## src/rtl/ece385_pio_pkg.sv

```systemverilog
// Shared register map and constants for the multi-channel Avalon-MM output PIO.
package ece385_pio_pkg;

   localparam logic [2:0] REG_DATA       = 3'd0;
   localparam logic [2:0] REG_BLINK_MASK = 3'd1;
   localparam logic [2:0] REG_BLINK_DIV  = 3'd2;
   localparam logic [2:0] REG_STATUS     = 3'd3;
   localparam logic [2:0] REG_SET        = 3'd4;
   localparam logic [2:0] REG_CLR        = 3'd5;
   localparam logic [2:0] REG_TGL        = 3'd6;
   localparam logic [2:0] REG_PULSE      = 3'd7;

   localparam int PRESC_W = 24;

endpackage

```

## src/rtl/ece385_pio_chan.sv

```systemverilog
// One PIO output channel: data register, timed self-clearing pulse mask and
// the DATA/SET/CLR/TGL/PULSE write operations.
module ece385_pio_chan
   import ece385_pio_pkg::*;
#(
   parameter int               WIDTH        = 32,
   parameter logic [WIDTH-1:0] RESET_VAL    = '0,
   parameter int               PULSE_CYCLES = 16
)(
   input  logic             clk,
   input  logic             reset_n,
   input  logic             wr,
   input  logic [2:0]       reg_sel,
   input  logic [WIDTH-1:0] wd,
   output logic [WIDTH-1:0] data
);

   localparam int CNT_W = $clog2(PULSE_CYCLES + 1);

   logic [WIDTH-1:0] pulse_mask;
   logic [CNT_W-1:0] pulse_cnt;
   logic             expire;
   logic [WIDTH-1:0] data_base, mask_base, data_nxt, mask_nxt;
   logic [CNT_W-1:0] cnt_nxt;

   // Expiry is resolved first so that a host op in the same cycle lands on the
   // already-cleared value and a PULSE write re-arms cleanly.
   always_comb begin
      expire    = (pulse_cnt == CNT_W'(1));
      data_base = expire ? (data & ~pulse_mask) : data;
      mask_base = expire ? '0 : pulse_mask;
      data_nxt  = data_base;
      mask_nxt  = mask_base;
      cnt_nxt   = (pulse_cnt != '0) ? pulse_cnt - CNT_W'(1) : '0;
      if (wr) begin
         case (reg_sel)
            REG_DATA: begin
               data_nxt = wd;
               mask_nxt = '0;
               cnt_nxt  = '0;
            end
            REG_SET: data_nxt = data_base | wd;
            REG_CLR: begin
               data_nxt = data_base & ~wd;
               mask_nxt = mask_base & ~wd;
            end
            REG_TGL: data_nxt = data_base ^ wd;
            REG_PULSE: begin
               data_nxt = data_base | wd;
               mask_nxt = mask_base | wd;
               cnt_nxt  = CNT_W'(PULSE_CYCLES);
            end
            default: ;
         endcase
      end
   end

   always_ff @(posedge clk or negedge reset_n) begin
      if (!reset_n) begin
         data       <= RESET_VAL;
         pulse_mask <= '0;
         pulse_cnt  <= '0;
      end else begin
         data       <= data_nxt;
         pulse_mask <= mask_nxt;
         pulse_cnt  <= cnt_nxt;
      end
   end

endmodule

```

## src/rtl/ece385_pio_out_multi.sv

```systemverilog
// Parametrised Avalon-MM output PIO with NUM_CH channels, timed pulses and
// optional hardware blink (enabled by defining ECE385_PIO_BLINK_EN).
module ece385_pio_out_multi
   import ece385_pio_pkg::*;
#(
   parameter int               NUM_CH       = 4,
   parameter int               WIDTH        = 32,
   parameter logic [WIDTH-1:0] RESET_VAL    = '0,
   parameter int               PULSE_CYCLES = 16,
   parameter int               ADDR_W       = $clog2(NUM_CH) + 3
)(
   input  logic                    clk,
   input  logic                    reset_n,
   input  logic [ADDR_W-1:0]       address,
   input  logic                    chipselect,
   input  logic                    write_n,
   input  logic [31:0]             writedata,
   output logic [31:0]             readdata,
   output logic [NUM_CH*WIDTH-1:0] out_port
);

   localparam int CH_W = (ADDR_W > 3) ? ADDR_W - 3 : 1;

   logic                    wr;
   logic [2:0]              reg_sel;
   logic [CH_W-1:0]         chan;
   logic [WIDTH-1:0]        wd;
   logic [NUM_CH-1:0]       wr_ch;
   logic [NUM_CH*WIDTH-1:0] data_all;
   logic                    unused_wdata;

   assign wr           = chipselect & ~write_n;
   assign reg_sel      = address[2:0];
   assign wd           = writedata[WIDTH-1:0];
   assign unused_wdata = &{1'b0, writedata};

   if (ADDR_W > 3) begin : g_chan_addr
      assign chan = address[ADDR_W-1:3];
   end else begin : g_chan_single
      assign chan = 1'b0;
   end

   // Channel indices >= NUM_CH never match, so such writes are dropped here.
   for (genvar c = 0; c < NUM_CH; c++) begin : g_ch
      assign wr_ch[c] = wr && (chan == CH_W'(c));

      ece385_pio_chan #(
         .WIDTH        (WIDTH),
         .RESET_VAL    (RESET_VAL),
         .PULSE_CYCLES (PULSE_CYCLES)
      ) u_chan (
         .clk     (clk),
         .reset_n (reset_n),
         .wr      (wr_ch[c]),
         .reg_sel (reg_sel),
         .wd      (wd),
         .data    (data_all[c*WIDTH +: WIDTH])
      );
   end

`ifdef ECE385_PIO_BLINK_EN
   logic [NUM_CH*WIDTH-1:0]   blink_mask;
   logic [NUM_CH*PRESC_W-1:0] blink_div;
   logic [PRESC_W-1:0]        presc;
   logic                      phase;

   always_ff @(posedge clk or negedge reset_n) begin
      if (!reset_n) begin
         blink_mask <= '0;
         blink_div  <= '0;
      end else begin
         for (int c = 0; c < NUM_CH; c++) begin
            if (wr_ch[c] && reg_sel == REG_BLINK_MASK)
               blink_mask[c*WIDTH +: WIDTH] <= wd;
            if (wr_ch[c] && reg_sel == REG_BLINK_DIV)
               blink_div[c*PRESC_W +: PRESC_W] <= writedata[PRESC_W-1:0];
         end
      end
   end

   // Shared blink timebase, paced by channel 0's divider.
   always_ff @(posedge clk or negedge reset_n) begin
      if (!reset_n) begin
         presc <= '0;
         phase <= 1'b0;
      end else if (wr_ch[0] && reg_sel == REG_BLINK_DIV) begin
         presc <= '0;
      end else if (blink_div[PRESC_W-1:0] == '0) begin
         presc <= '0;
         phase <= 1'b0;
      end else if (presc == blink_div[PRESC_W-1:0]) begin
         presc <= '0;
         phase <= ~phase;
      end else begin
         presc <= presc + PRESC_W'(1);
      end
   end

   for (genvar c = 0; c < NUM_CH; c++) begin : g_out
      assign out_port[c*WIDTH +: WIDTH] = data_all[c*WIDTH +: WIDTH]
                                        ^ (blink_mask[c*WIDTH +: WIDTH] & {WIDTH{phase}});
   end
`else
   assign out_port = data_all;
`endif

   always_comb begin
      readdata = '0;
      for (int c = 0; c < NUM_CH; c++) begin
         if (chipselect && chan == CH_W'(c)) begin
            case (reg_sel)
               REG_DATA:       readdata = 32'(data_all[c*WIDTH +: WIDTH]);
               REG_STATUS:     readdata = 32'(out_port[c*WIDTH +: WIDTH]);
`ifdef ECE385_PIO_BLINK_EN
               REG_BLINK_MASK: readdata = 32'(blink_mask[c*WIDTH +: WIDTH]);
               REG_BLINK_DIV:  readdata = 32'(blink_div[c*PRESC_W +: PRESC_W]);
`endif
               default:        readdata = '0;
            endcase
         end
      end
   end

endmodule
```

## config.mk

```make
export PLATFORM = sky130hd
export DESIGN_NAME = ece385_pio_out_multi
export DESIGN_NICKNAME = d
export VERILOG_FILES = /design/src/rtl/ece385_pio_pkg.sv /design/src/rtl/ece385_pio_chan.sv /design/src/rtl/ece385_pio_out_multi.sv
export SDC_FILE = /design/constraint.sdc
export NUM_CORES = 1
export LEC_CHECK = 0
export CAP_MARGIN = 0
export CORE_UTILIZATION = 45
export DETAILED_ROUTE_END_ITERATION = 10
export GPL_ROUTABILITY_DRIVEN = 0
export GPL_TIMING_DRIVEN = 1
export PLACE_DENSITY = 0.65
export SYNTH_ARGS = -nofsm -noshare
export SYNTH_HDL_FRONTEND = slang
export SYNTH_HIERARCHICAL = 1
export SYNTH_SLANG_ARGS = --single-unit
```

## constraint.sdc

```tcl
create_clock -name clk -period 4.8 [get_ports clk]
set_clock_uncertainty 0.05 [all_clocks]
set_input_delay 0.72 -clock clk [delete_from_list [all_inputs] [get_ports clk]]
set_output_delay 0.72 -clock clk [all_outputs]
set_load 0.02 [all_outputs]
```

# Word-level counts from Yosys, hierarchy flattened
# Cells that the tools add are included.
# word_totals
rom_bits,0
input_bits,41
ff_bits,276
mem_count,0
ram_bits,0
word_cells,119
latch_bits,0
# classes
div_mod_pow,0
magnitude_cmp,0
reduce_logical,16
n_mux,44
shifts,0
n_bitwise,31
eq_ne,12
multipliers,0
add_sub_neg,4
# op_table
cell,count
$mux 32,24
$pmux 32 s4,4
$and 32x32->32,12
$pmux 32 s3,4
$or 32x32->32,8
$not 32->32,5
$xor 32x32->32,4
$mux 5,8
$pmux 5 s2,4
$eq 5x1->1 const B,4
$reduce_bool 5->1,4
$sub 5x1->5 const B,4
$eq 3x3->1 const B,4
$logic_and 1x1->1,8
$eq 2x2->1 const B,2
$reduce_or 2->1,2
$eq 3x2->1 const B,1
$logic_not 3->1,1
$eq 2x1->1 const B,1
$logic_not 2->1,1
$and 1x1->1,1
$not 1->1,1

# Depth between registers and ports, before layout
# logic_depth
word_depth,7
mapped_depth,10
ltp_nobuf,8

# Cells and area by module
# The synthesis kept the hierarchy.
# by_module_without_submodules
module,instances,cells_each,seq_area_each_um2,area_per_inst_um2
ece385_pio_chan,4,512,1726.7,4669.5
ece385_pio_out_multi,1,160,0.0,1249.9

# Worst setup path before layout
# No wires, ideal clock.
# synth_timing
path_kind,input to register
start,input address[4]
end,register g_ch[2].u_chan.data[6]
setup_slack_ns,2.201
arrival_ns,2.417
cell_stages,10
setup_time_ns,0.132
t_required_ns,4.618
cell_sequence,buf_6 clkbuf_1 nand2_1 nor3_1 nand2_1 or3_1 buf_2 buf_6 nand3_1 o21ai_1
# synth_via
elab_chain_cells,3
# synth_rtl
element,line,text
from (decl),ece385_pio_out_multi.sv:14,"input logic [ADDR_W-1:0] address,"
$eq 2x2->1,ece385_pio_out_multi.sv:45,assign wr_ch[c] = wr && (chan == CH_W'(c));
$logic_and 1x1->1,ece385_pio_out_multi.sv:45,
net wr_ch[2],ece385_pio_out_multi.sv:28,logic [NUM_CH-1:0] wr_ch;
$mux 32,ece385_pio_chan.sv:35,if (wr) begin
net g_ch[2].u_chan.data_nxt[6],ece385_pio_chan.sv:23,"logic [WIDTH-1:0] data_base, mask_base, data_nxt, mask_nxt;"
to (signal assigned),ece385_pio_chan.sv:64,data <= data_nxt;
to (decl),ece385_pio_chan.sv:15,output logic [WIDTH-1:0] data
# The timed path passes the listed nets, and every way through them passes these cells.

# Final worst setup path
# layout_timing
start,input chipselect
end,output readdata[3]
# layout_via
elab_chain_cells,5
elab_cells_between_ends,8
cone_classes,4 x mux; 4 x reduce/logical
# layout_rtl
element,line,text
from (decl),ece385_pio_out_multi.sv:15,"input logic chipselect,"
$logic_and 1x1->1,ece385_pio_out_multi.sv:110,if (chipselect && chan == CH_W'(c)) begin
$mux 32 (3 in a row),ece385_pio_out_multi.sv:110,
$mux 32 *,ece385_pio_out_multi.sv:110,
to (decl),ece385_pio_out_multi.sv:18,"output logic [31:0] readdata,"
# Every way passes the cells marked *; elsewhere a longest branch is shown, timed or not.

==> key figures <==
Final layout
  – # fillers: roughly 4000
  – Share of layout cells above drive strength 1: 0.0853
  – Ant diodes: 0
  – Final nets: around 2500
  – Area grow syn2layout: 15.9%

Pwr
  – Comb pwr share: 0.386
  – Clock share of power: 0.261
  – Leak pwr: 10.4 nW
  – Maximum VDD drop: 0.265 mV
  – Power density cells: 454 nW/um2
  – Flop pwr share: 0.353
  – Internal power: ~6.3 mW
  – Sw Share: 0.395
  – Psw: 4.14 mW

Synthesis
  – Count leader, synth: dfrtp_1
  – Library cells used by synthesis: 45
  – Post-synth EDFFs: 0
  – Post-Syn Area per Cell: 9.03 um2
  – Top cells by count, synth: 276 x dfrtp_1, 201 x nand2_1, 156 x a32o_1
  – Net count after synthesis: ~2400
  – Synth top area share: 0.347
  – Post-Syn Area: 19900 um2
  – FF+latch count, synth: between 200 and 300
  – Syn Inst Count: 2208
  – Synth async-reset ratio: 1.00
  – Yosys top cell by area: dfrtp_1
  – Synth top area cells: dfrtp_1 35%, ha_1 8.8%, a32o_1 7.8%
  – YS warnings: 6
  – Post-synth top flop: dfrtp_1
  – Sequential area share after synthesis: 0.347

STA
  – RSZ-0062 raised after global routing: no
  – Final hold vios: 0
  – Setup Viol. Count Final: 0
  – Setup WS post-layout: around 0.9 ns
  – Max Slew Vio Count: 0
  – Actual slew at the worst max-slew pin: approximately 1.1 ns
  – Final period util: 0.815
  – WHS: between 0.08 and 0.09 ns
  – Fmax: roughly 0.26 GHz
  – Final min period: 3.91 ns
  – Relative slew slack: 0.235
  – Setup tns final: 0 ns

Clock network
  – Max clock buf depth: 3
  – Post-CTS setup buffer count: 0
  – Clk Latency, worst-skew pair: about 0.56 ns
  – CTS sink cnt: between 200 and 300
  – CTS Buf Count: 35
  – CTS resizes: 0
  – CTS tree: done
  – Post-CTS Hold Fix Bufs: 0
  – CTS root buffer: clkbuf_16
  – Max H-tree Level: 2
  – Worst-path clk slew: roughly 0.06 ns

Route
  – Drt drc: 0
  – WL/cell: approximately 24 um
  – Detailed Routing Iterations Pass 1: 6
  – Vias: around 19000
  – Ratio of routed vias to standard cells: roughly 6.4
  – Post-route ant nets: 0
  – Final WL: 71400 um
  – Number of DRC markers in iteration 0: between 1500 and 2000

Setup path
  – CP startpoint kind: input port
  – CP cell instances: clkdlybuf4s50_1 > and2_1 > buf_4 > a211oi_1 > clkdlybuf4s50_1
  – Cell mode on critical path: clkdlybuf4s50_1
  – Worst Path Buf+Inv: 3
  – Worst path arrival time: about 3.1 ns
  – Critical path peak fanout: 17
  – Worst r2r src: g_ch[1].u_chan/pulse_cnt[1]
  – Setup slack, reg-to-reg: 1.76 ns
  – Worst path top cell family by delay: buffers and inverters
  – Largest stage delay on the critical path: roughly 0.68 ns
  – Kind of end point of the critical path: output pin
  – Slowest-stage cell, CP: and2_1
  – Worst Reg2Reg Path Length in Cells: 9
  – Reg-to-reg critical path endpoint: g_ch[1].u_chan/data[6]
  – WS Path Type: input port to output pin
  – Crit path required time: 4.03 ns

Global route
  – Initial antenna violation count: 0
  – First-pass GRT wire length: roughly 110000 um
  – Vias in the first global route: between 15000 and 20000
  – Largest net degree at the start of global routing: approximately 180
  – Gr usage total: 0.317
  – Overflow after GRT: 0

Die
  – Die H: 212 um
  – I/O pins: between 200 and 250
  – Row cnt: 76
  – Core area: 43400 um2
  – Die Area: 45100 um2
  – Die Wd: about 210 um
  – Initial Util: 0.460

Run status
  – Status: finished, final reports clean

Min path
  – Worst hold path type: input port to async pin

Place
  – Post-DP HPWL: about 47000 um
  – Port bufs: 200
  – Pre-CTS worst setup slack: 0.996 ns

Job
  – Max Cap Viol: 0
[metal layers]
layer  up-vias  GRT usage  share of wire
met5         -          0              0
met4         0      0.124          0.035
met3       146     0.0440          0.074
met2       936      0.521           0.47
met1      9352      0.422           0.42
li1       8318          -              -
[power by group through the flow]
stage               sequential [mW]  clock, mW  combinational (mW)
floorplan                      3.75          0                2.12
global placement               3.73          0                3.84
detailed placement             3.71          0                4.01
CTS                            3.69       2.76                4.03
global route                   3.75       2.84                4.43
finish                         3.70       2.73                4.04
[cell families (layout without fill, tap and decap cells)]
| family | after synthesis | in the layout | synth area share |
|---|---|---|---|
| buffers and inverters | 334 | 460 | 0.0888 |
| adder cells (fa/ha/maj) | 140 | 140 | 0.0879 |
| multiplexers | 92 | 92 | 0.0465 |
| XOR/XNOR | 13 | 13 | 0.00722 |
| AO/OA/AOI/OAI | 824 | 824 | 0.298 |
| flip-flops | 276 | 276 | 0.347 |
| AND/OR/NAND/NOR | 529 | 529 | 0.125 |
[worst register-to-register path, cell delays in order, from the launching register on]
cell      delay, ns
dfrtp_1        0.37
inv_1          0.10
ha_1           0.19
nor4b_4        0.90
buf_4          0.39
a21boi_0       0.18
ha_1           0.30
o21ai_0        0.18
a21oi_1        0.10
o21ai_1        0.21
[stage by stage]
step	power (mW)	instance area, um2	std cells	util
finish	10.5	23100	2919	0.533
global route	11.0	23100	2919	0.533
CTS	10.5	23100	2919	0.533
detailed placement	7.72	21900	2857	0.506
global placement	7.57	21900	2857	0.506
floorplan	5.87	19900	2208	-
[worst max-delay path by stage]
stage / startpoint / cells past startpoint / to / slack, ns
global placement: chipselect / 5 / readdata[3] / 1.03
CTS: chipselect / 5 / readdata[3] / 0.97
global route: chipselect / 5 / readdata[3] / 0.85
finish: chipselect / 5 / readdata[3] / 0.89
floorplan: address[4] / 10 / g_ch[2].u_chan/data[6] / 2.20
detailed placement: chipselect / 5 / readdata[3] / 1.0
[state kept, by name (all words and copies together) (netlist names)]
signal,count
g_ch.u_chan/data,128
g_ch.u_chan/pulse_cnt,20
g_ch.u_chan/pulse_mask,128
[final cells by class]
class / instances / area [um2] / area share
inverter: 140 / 526 / 0.0228
timing repair buffer: 258 / 2470 / 0.107
sequential: 276 / 6910 / 0.299
clock inverter: 6 / 80.1 / 0.00347
clock buffer: 56 / 1080 / 0.0467
tap: 585 / 732 / 0.0317
multi-input combinational: 1598 / 11300 / 0.489
[cells in the final DEF (no fill, tap or decap), types with 37 or more instances in the layout]
master,instances
dfrtp_1,276
nand2_1,201
clkdlybuf4s50_1,195
a32o_1,156
inv_1,140
ha_1,140
nand3_1,132
a21boi_0,124
o21ai_1,124
a21oi_1,100
nor2_1,98
mux2i_1,88
o211ai_1,72
o21ai_0,68
a211oi_1,63
buf_4,56
o21ai_2,43
clkbuf_16,37
Note: power is estimated with default switching activity, not from simulation.
